==> src/rtl/image_stream_loader_pkg.sv <==
// Shared widths, FSM states and helpers for the image stream loader.
package image_stream_loader_pkg;

    localparam int PCIE_DATA_WIDTH = 16;
    localparam int BUF_ADDR_WIDTH  = 18;

    typedef enum logic [1:0] {
        ST_IDLE  = 2'd0,
        ST_LOAD  = 2'd1,
        ST_DRAIN = 2'd2,
        ST_DONE  = 2'd3
    } load_state_t;

    function automatic int plane_words(input int w, input int h);
        return w * h;
    endfunction

endpackage

==> src/rtl/image_stream_loader_if.sv <==
// Host stream in, feature-map buffer write port out.
interface image_stream_loader_if
    import image_stream_loader_pkg::*;
#(
    parameter int DATA_WIDTH = PCIE_DATA_WIDTH,
    parameter int ADDR_WIDTH = BUF_ADDR_WIDTH
);

    logic [DATA_WIDTH-1:0] in_data;
    logic                  in_valid;
    logic                  in_ready;
    logic                  wr_valid;
    logic                  wr_ready;
    logic [ADDR_WIDTH-1:0] wr_addr;
    logic [DATA_WIDTH-1:0] wr_data;

    modport master (
        output in_data, in_valid, wr_ready,
        input  in_ready, wr_valid, wr_addr, wr_data
    );

    modport slave (
        input  in_data, in_valid, wr_ready,
        output in_ready, wr_valid, wr_addr, wr_data
    );

endinterface

==> src/rtl/image_stream_loader_addr_gen.sv <==
// x/y/c walk over the frame with multiplier-free planar address.
module image_stream_loader_addr_gen
    import image_stream_loader_pkg::*;
#(
    parameter int IMG_W       = 227,
    parameter int IMG_H       = 227,
    parameter int CHANNELS    = 3,
    parameter int ADDR_WIDTH  = BUF_ADDR_WIDTH,
    parameter int INTERLEAVED = 0
) (
    input  logic                  clk,
    input  logic                  clear,
    input  logic                  advance,
    output logic [ADDR_WIDTH-1:0] addr,
    output logic                  last
);

    localparam logic [ADDR_WIDTH-1:0] X_MAX = ADDR_WIDTH'(IMG_W - 1);
    localparam logic [ADDR_WIDTH-1:0] Y_MAX = ADDR_WIDTH'(IMG_H - 1);
    localparam logic [ADDR_WIDTH-1:0] C_MAX = ADDR_WIDTH'(CHANNELS - 1);
    localparam logic [ADDR_WIDTH-1:0] ROW   = ADDR_WIDTH'(IMG_W);
    localparam logic [ADDR_WIDTH-1:0] PLANE =
        ADDR_WIDTH'(plane_words(IMG_W, IMG_H));
    localparam logic [ADDR_WIDTH-1:0] ONE   = ADDR_WIDTH'(1);

    logic [ADDR_WIDTH-1:0] x;
    logic [ADDR_WIDTH-1:0] y;
    logic [ADDR_WIDTH-1:0] c;
    logic [ADDR_WIDTH-1:0] row_base;
    logic [ADDR_WIDTH-1:0] plane_base;
    logic                  x_wrap;
    logic                  y_wrap;
    logic                  c_wrap;
    logic                  step_x;
    logic                  step_y;
    logic                  step_c;

    assign x_wrap = (x == X_MAX);
    assign y_wrap = (y == Y_MAX);
    assign c_wrap = (c == C_MAX);
    assign last   = x_wrap && y_wrap && c_wrap;
    assign addr   = plane_base + row_base + x;

    // plane_base tracks c*PLANE in both orders, so no offset table is needed
    always_comb begin
        step_x = 1'b1;
        step_y = x_wrap;
        step_c = x_wrap && y_wrap;
        if (INTERLEAVED != 0) begin
            step_c = 1'b1;
            step_x = c_wrap;
            step_y = c_wrap && x_wrap;
        end
    end

    always_ff @(posedge clk) begin
        if (clear) begin
            x          <= '0;
            y          <= '0;
            c          <= '0;
            row_base   <= '0;
            plane_base <= '0;
        end else if (advance) begin
            if (step_x) begin
                x <= x_wrap ? '0 : x + ONE;
            end
            if (step_y) begin
                y        <= y_wrap ? '0 : y + ONE;
                row_base <= y_wrap ? '0 : row_base + ROW;
            end
            if (step_c) begin
                c          <= c_wrap ? '0 : c + ONE;
                plane_base <= c_wrap ? '0 : plane_base + PLANE;
            end
        end
    end

endmodule

==> src/rtl/image_stream_loader.sv <==
// Frame loader: host words in, planar buffer writes out, done per frame.
module image_stream_loader
    import image_stream_loader_pkg::*;
#(
    parameter int DATA_WIDTH  = PCIE_DATA_WIDTH,
    parameter int IMG_W       = 227,
    parameter int IMG_H       = 227,
    parameter int CHANNELS    = 3,
    parameter int ADDR_WIDTH  = BUF_ADDR_WIDTH,
    parameter int INTERLEAVED = 0
) (
    input  logic                  clk,
    input  logic                  rst,
    input  logic                  start,
    image_stream_loader_if.slave  bus,
    output logic                  busy,
    output logic                  done,
    output logic [ADDR_WIDTH-1:0] word_count
);

    load_state_t           state;
    logic                  wr_valid_q;
    logic [ADDR_WIDTH-1:0] wr_addr_q;
    logic [DATA_WIDTH-1:0] wr_data_q;
    logic                  in_ready;
    logic                  accept;
    logic                  start_fire;
    logic [ADDR_WIDTH-1:0] gen_addr;
    logic                  gen_last;

    assign start_fire = (state == ST_IDLE) && start;
    // ready depends only on the output register, never on in_valid
    assign in_ready   = (state == ST_LOAD) && (!wr_valid_q || bus.wr_ready);
    assign accept     = in_ready && bus.in_valid;

    assign bus.in_ready = in_ready;
    assign bus.wr_valid = wr_valid_q;
    assign bus.wr_addr  = wr_addr_q;
    assign bus.wr_data  = wr_data_q;

    image_stream_loader_addr_gen #(
        .IMG_W       (IMG_W),
        .IMG_H       (IMG_H),
        .CHANNELS    (CHANNELS),
        .ADDR_WIDTH  (ADDR_WIDTH),
        .INTERLEAVED (INTERLEAVED)
    ) u_addr_gen (
        .clk     (clk),
        .clear   (rst || start_fire),
        .advance (accept),
        .addr    (gen_addr),
        .last    (gen_last)
    );

    always_ff @(posedge clk) begin
        if (rst) begin
            state      <= ST_IDLE;
            wr_valid_q <= 1'b0;
            wr_addr_q  <= '0;
            wr_data_q  <= '0;
            busy       <= 1'b0;
            done       <= 1'b0;
            word_count <= '0;
        end else begin
            done <= 1'b0;
            unique case (state)
                ST_IDLE: begin
                    if (start) begin
                        state      <= ST_LOAD;
                        busy       <= 1'b1;
                        word_count <= '0;
                    end
                end
                ST_LOAD: begin
                    if (accept) begin
                        wr_valid_q <= 1'b1;
                        wr_addr_q  <= gen_addr;
                        wr_data_q  <= bus.in_data;
                        word_count <= word_count + ADDR_WIDTH'(1);
                        if (gen_last) begin
                            state <= ST_DRAIN;
                        end
                    end else if (bus.wr_ready) begin
                        wr_valid_q <= 1'b0;
                    end
                end
                ST_DRAIN: begin
                    if (bus.wr_ready) begin
                        wr_valid_q <= 1'b0;
                        busy       <= 1'b0;
                        done       <= 1'b1;
                        state      <= ST_DONE;
                    end
                end
                ST_DONE: begin
                    state <= ST_IDLE;
                end
                default: begin
                    state <= ST_IDLE;
                end
            endcase
        end
    end

endmodule

==> src/flat_wrapper.sv <==
// flat-port wrapper written by rule: the top's interface ports become plain ports
module image_stream_loader_flat import image_stream_loader_pkg::*;
#(
    parameter int DATA_WIDTH  = PCIE_DATA_WIDTH,
    parameter int IMG_W       = 227,
    parameter int IMG_H       = 227,
    parameter int CHANNELS    = 3,
    parameter int ADDR_WIDTH  = BUF_ADDR_WIDTH,
    parameter int INTERLEAVED = 0
)
  (clk, rst, start, busy, done, word_count, bus_in_data, bus_in_valid, bus_wr_ready, bus_in_ready, bus_wr_valid, bus_wr_addr, bus_wr_data);
  image_stream_loader_if #(.DATA_WIDTH(DATA_WIDTH), .ADDR_WIDTH(ADDR_WIDTH)) bus_i ();
  input  logic clk;
  input  logic rst;
  input  logic start;
  output logic busy;
  output logic done;
  output logic [ADDR_WIDTH-1:0] word_count;
  input wire logic [$bits(bus_i.in_data)-1:0] bus_in_data;
  input wire logic [$bits(bus_i.in_valid)-1:0] bus_in_valid;
  input wire logic [$bits(bus_i.wr_ready)-1:0] bus_wr_ready;
  output wire logic [$bits(bus_i.in_ready)-1:0] bus_in_ready;
  output wire logic [$bits(bus_i.wr_valid)-1:0] bus_wr_valid;
  output wire logic [$bits(bus_i.wr_addr)-1:0] bus_wr_addr;
  output wire logic [$bits(bus_i.wr_data)-1:0] bus_wr_data;
  assign bus_i.in_data = bus_in_data;
  assign bus_i.in_valid = bus_in_valid;
  assign bus_i.wr_ready = bus_wr_ready;
  assign bus_in_ready = bus_i.in_ready;
  assign bus_wr_valid = bus_i.wr_valid;
  assign bus_wr_addr = bus_i.wr_addr;
  assign bus_wr_data = bus_i.wr_data;
  image_stream_loader #(.DATA_WIDTH(DATA_WIDTH), .IMG_W(IMG_W), .IMG_H(IMG_H), .CHANNELS(CHANNELS), .ADDR_WIDTH(ADDR_WIDTH), .INTERLEAVED(INTERLEAVED)) u_core (.clk(clk), .rst(rst), .start(start), .bus(bus_i), .busy(busy), .done(done), .word_count(word_count));
endmodule
==> config.mk <==
export PLATFORM = sky130hd
export DESIGN_NAME = image_stream_loader_flat
export DESIGN_NICKNAME = d
export VERILOG_FILES = /design/src/rtl/image_stream_loader_pkg.sv /design/src/rtl/image_stream_loader_if.sv /design/src/rtl/image_stream_loader_addr_gen.sv /design/src/rtl/image_stream_loader.sv /design/src/flat_wrapper.sv
export SDC_FILE = /design/constraint.sdc
export NUM_CORES = 1
export LEC_CHECK = 0
export CAP_MARGIN = 10
export CORE_AREA = 3 3 136 138
export CTS_BUF_LIST = sky130_fd_sc_hd__clkbuf_8
export CTS_CLUSTER_DIAMETER = 50
export DETAILED_ROUTE_END_ITERATION = 8
export DIE_AREA = 0 0 139 141
export PLACE_DENSITY = 0.65
export REMOVE_ABC_BUFFERS = 1
export SLEW_MARGIN = 20
export SYNTH_ARGS = -nofsm -noshare
export SYNTH_HDL_FRONTEND = slang
export SYNTH_HIERARCHICAL = 1
export SYNTH_SLANG_ARGS = --single-unit
==> constraint.sdc <==
create_clock -name clk -period 2.7 [get_ports clk]
set_clock_uncertainty 0.1 [all_clocks]
set_input_delay 0.675 -clock clk [delete_from_list [all_inputs] [get_ports clk]]
set_output_delay 0.675 -clock clk [all_outputs]
set_load 0.005 [all_outputs]
==> results of run 1 <==
[path summary, 6_finish.rpt]
path | from | to | slack [ps] | cells after the start
worst min-delay path | u_core/bus.wr_addr[14] | u_core/bus.wr_addr[14] | 350 | 2
worst max register to register | u_core/u_addr_gen/x[1] | u_core/bus.wr_addr[11] | -180 | 11
worst min register to register | u_core/bus.wr_addr[14] | u_core/bus.wr_addr[14] | 350 | 2
worst max-delay path | u_core/u_addr_gen/x[1] | u_core/bus.wr_addr[11] | -180 | 11
[sequential cells by signal (all words and copies together) (netlist names)]
| register | cells |
|---|---|
| u_core/done | 1 |
| u_core/u_addr_gen/plane_base | 18 |
| u_core/bus.wr_addr | 18 |
| u_core/bus.wr_valid | 1 |
| u_core/word_count | 18 |
| u_core/busy | 1 |
| u_core/u_addr_gen/y | 18 |
| u_core/bus.wr_data | 16 |
| u_core/u_addr_gen/row_base | 18 |
| u_core/u_addr_gen/c | 18 |
| u_core/u_addr_gen/x | 18 |
| u_core/state | 2 |
[cells by family (layout without fill, tap and decap cells)]
logic type                 count (synthesis)  after routing  share of synthesized area (%)
AOI/OAI and AO/OA                        128            128                           10.2
adders and majority gates                 46             46                           9.17
DFF                                      147            147                           38.0
xor gates and xnor gates                  98             98                           11.1
muxes                                      8              8                           1.03
buffers and inverters                     47            223                           3.07
and+or+nand+nor                          423            423                           27.4
[what timing repair did]
action / CTS / global route
pin swaps: 3 / 10
setup endpoints to repair: 9 / 40
gates resized for setup: 11 / 14
buffers inserted: 5 / 0
[per-stage QoR]
stage	power (mW)	area, sq um
finish	5.38	9920
global route	5.67	9920
detailed placement	3.44	9350
CTS	5.43	9880
floorplan	2.93	7570
global placement	3.43	9350
[layout make-up]
class / count / area, sq um / area share [%]
multi-input cells: 703 / 4630 / 46.7
flip-flops and latches: 147 / 2950 / 29.8
repair buffers: 175 / 1540 / 15.5
well taps: 225 / 282 / 2.84
clock buffers: 17 / 234 / 2.36
clock inverters: 15 / 216 / 2.18
inverters: 16 / 60.1 / 0.606
[worst max-delay path: stages, from the launching register on]
cell and delay [ps]:
dfxtp_2 330, fa_1 480, ha_2 210, fa_2 360
a211oi_2 180, nor2_1 80, o21a_1 190, o41a_1 350
mux2i_1 200, o2111ai_1 140, nand2_1 80, a21oi_1 50
[synth_stat cells, drive strengths merged (16+ instances only)]
library cell / count
a21oi: 61
and3: 21
clkbuf: 18
dfxtp: 147
fa: 18
ha: 28
inv: 16
nand2: 122
nand3: 30
nand4: 20
nor2: 132
nor3: 22
o21ai: 25
or3: 20
xnor2: 50
xor2: 48
[routing by layer]
metal	up-vias	GRT usage, %
met1	3027	24.0
met4	0	4.79
met5	-	0
li1	3428	-
met3	12	4.44
met2	96	29.1
[report_power, final]
group | switching, mW | internal, mW | leakage, nW
combinational | 0.641 | 0.511 | 2.49
clock | 0.847 | 1.09 | 0.224
sequential | 0.0497 | 2.24 | 1.19
==> metrics.md, run 1 <==
| Metric | Value |
|---|---|
| Async S/R FF share, synth | 0% |
| Kind of end point of the critical path | flop |
| Peak supply drop | 358 uV |
| Initial core utilization | 44.8% |
| Max-Cap Viols | 0 |
| Final Hold Viols | 0 |
| Util after Layout | 57.3% |
| Clock sink total | 147 |
| Die Ht | 141 um |
| Hold WS | 353 ps |
| Fin worst setup slack | -177 ps |
| Post-Syn Area | 0.00775 sq mm |
| Worst Setup Start Kind | flop |
| Met3 wire len | 611 um |
| Clock latency at the later pin of the worst-skew pair | 450 ps |
| Setup_tns | -376 ps |
| Synth Flop Type | dfxtp_1 |
| Status | complete, but fails checks |
| Syn_area_per_cell | 8.64 sq um |
| Initial antenna violation count | 0 |
| Area contributors post-synth | dfxtp_1 38%, nor2_1 6.1%, nand2_1 5.9%, xnor2_1 5.7%, xor2_1 5.4% |
| CTS tree | yes |
| Power Density | 543 mW/mm^2 |
| Routed Antenna Nets | 0 |
| Max Used Layer | met4 |
| Fin crit share | 107% |
| Die width | 139 um |
| Routed wire per std cell | 13.4 um |
| DR iter-0 viols | 281 |
| Final wirelength | 17.4 mm |
| Finish-stage setup viols | 5 |
| Failing checks | negative setup slack |
| Vias in the first global route | 6,190 |
| Cts hold-fix bufs | 0 |
| Syn. warnings | 6 |
| Longest Clk Path Bufs | 2 |
| Worst-path fanout max | 2 |
| CTS Buf Count | 17 |
| Worst hold path type | reg2reg |
| Clock transition at the registers of the reported paths | 80 ps |
| Req. time, crit path | 2920 ps |
| Post-synthesis cell count | 897 |
| Number of diodes | 0 |
| Area growth, synth to finish | 28.0% |
| Crit Path Class | reg2reg |
| First-pass GRT wire length | 29.4 mm |
| Total track usage | 17.9% |
| Placed cells | 1,261 |
| RSZ-0062 raised after global routing | yes |
| Register area share after synthesis | 38.0% |
| Total grt overflow | 0 |
| Initial DRT Pass Iterations | 4 |
| Layout cells sized above 1 | 16.9% |
| Pins over their slew limit | 0 |
| Most common cell after layout, fill and taps aside | dfxtp_1 |
| Tmin final | 2880 ps |
| Nets | 1,127 |
| Worst slew pin tran | 507 ps |
| Flop and latch count out of synthesis | 147 |
| Hpwl dp | 12.7 mm |
| I/O pins | 77 |
| Max-slew headroom | 65.9% |
| Largest net degree at the start of global routing | 41 |
| Root Buffer | clkbuf_8 |
| Synth unique cells | 67 |
| Vias | 6,563 |
| M1 WL | 8.66 mm |
| CP arrival | 3090 ps |
| Place WS | -296 ps |
| Row count | 48 |
| Top achievable clock speed | 0.348 GHz |
| Vias per cell | 5.06 |
| Routed wl met2 | 7.85 mm |
| DIE AREA | 0.0196 sq mm |
| GP Congestion | 0.856 |
| Layout fillers | 1,610 |
| Synth area leader | dfxtp_1 |
| DRC | 0 |
| Htree depth | 4 |
| Post-synth EDFFs | 0 |
| PortBufs | 76 |
| Area of the core | 0.0173 sq mm |
| Most frequent cells in the layout | 141 x dfxtp_1, 124 x nor2_1, 122 x nand2_1 |
| Synth top area share | 38.0% |
| Final non-filler cell total | 1,298 |
| Leak | 3.90 nW |
Power figures use the tool's default switching activity.
==> run 2: changes to the inputs <==
Settings changed: SLEW_MARGIN 20 to 25.
==> results of run 2 <==
Final layout, timing and power as in run 1 (identical DEF).
==> run 3: changes to the inputs <==
Settings changed: ABC_CLOCK_PERIOD_IN_PS set to 2700.
==> results of run 3 <==
Final layout, timing and power as in run 1 (identical DEF).
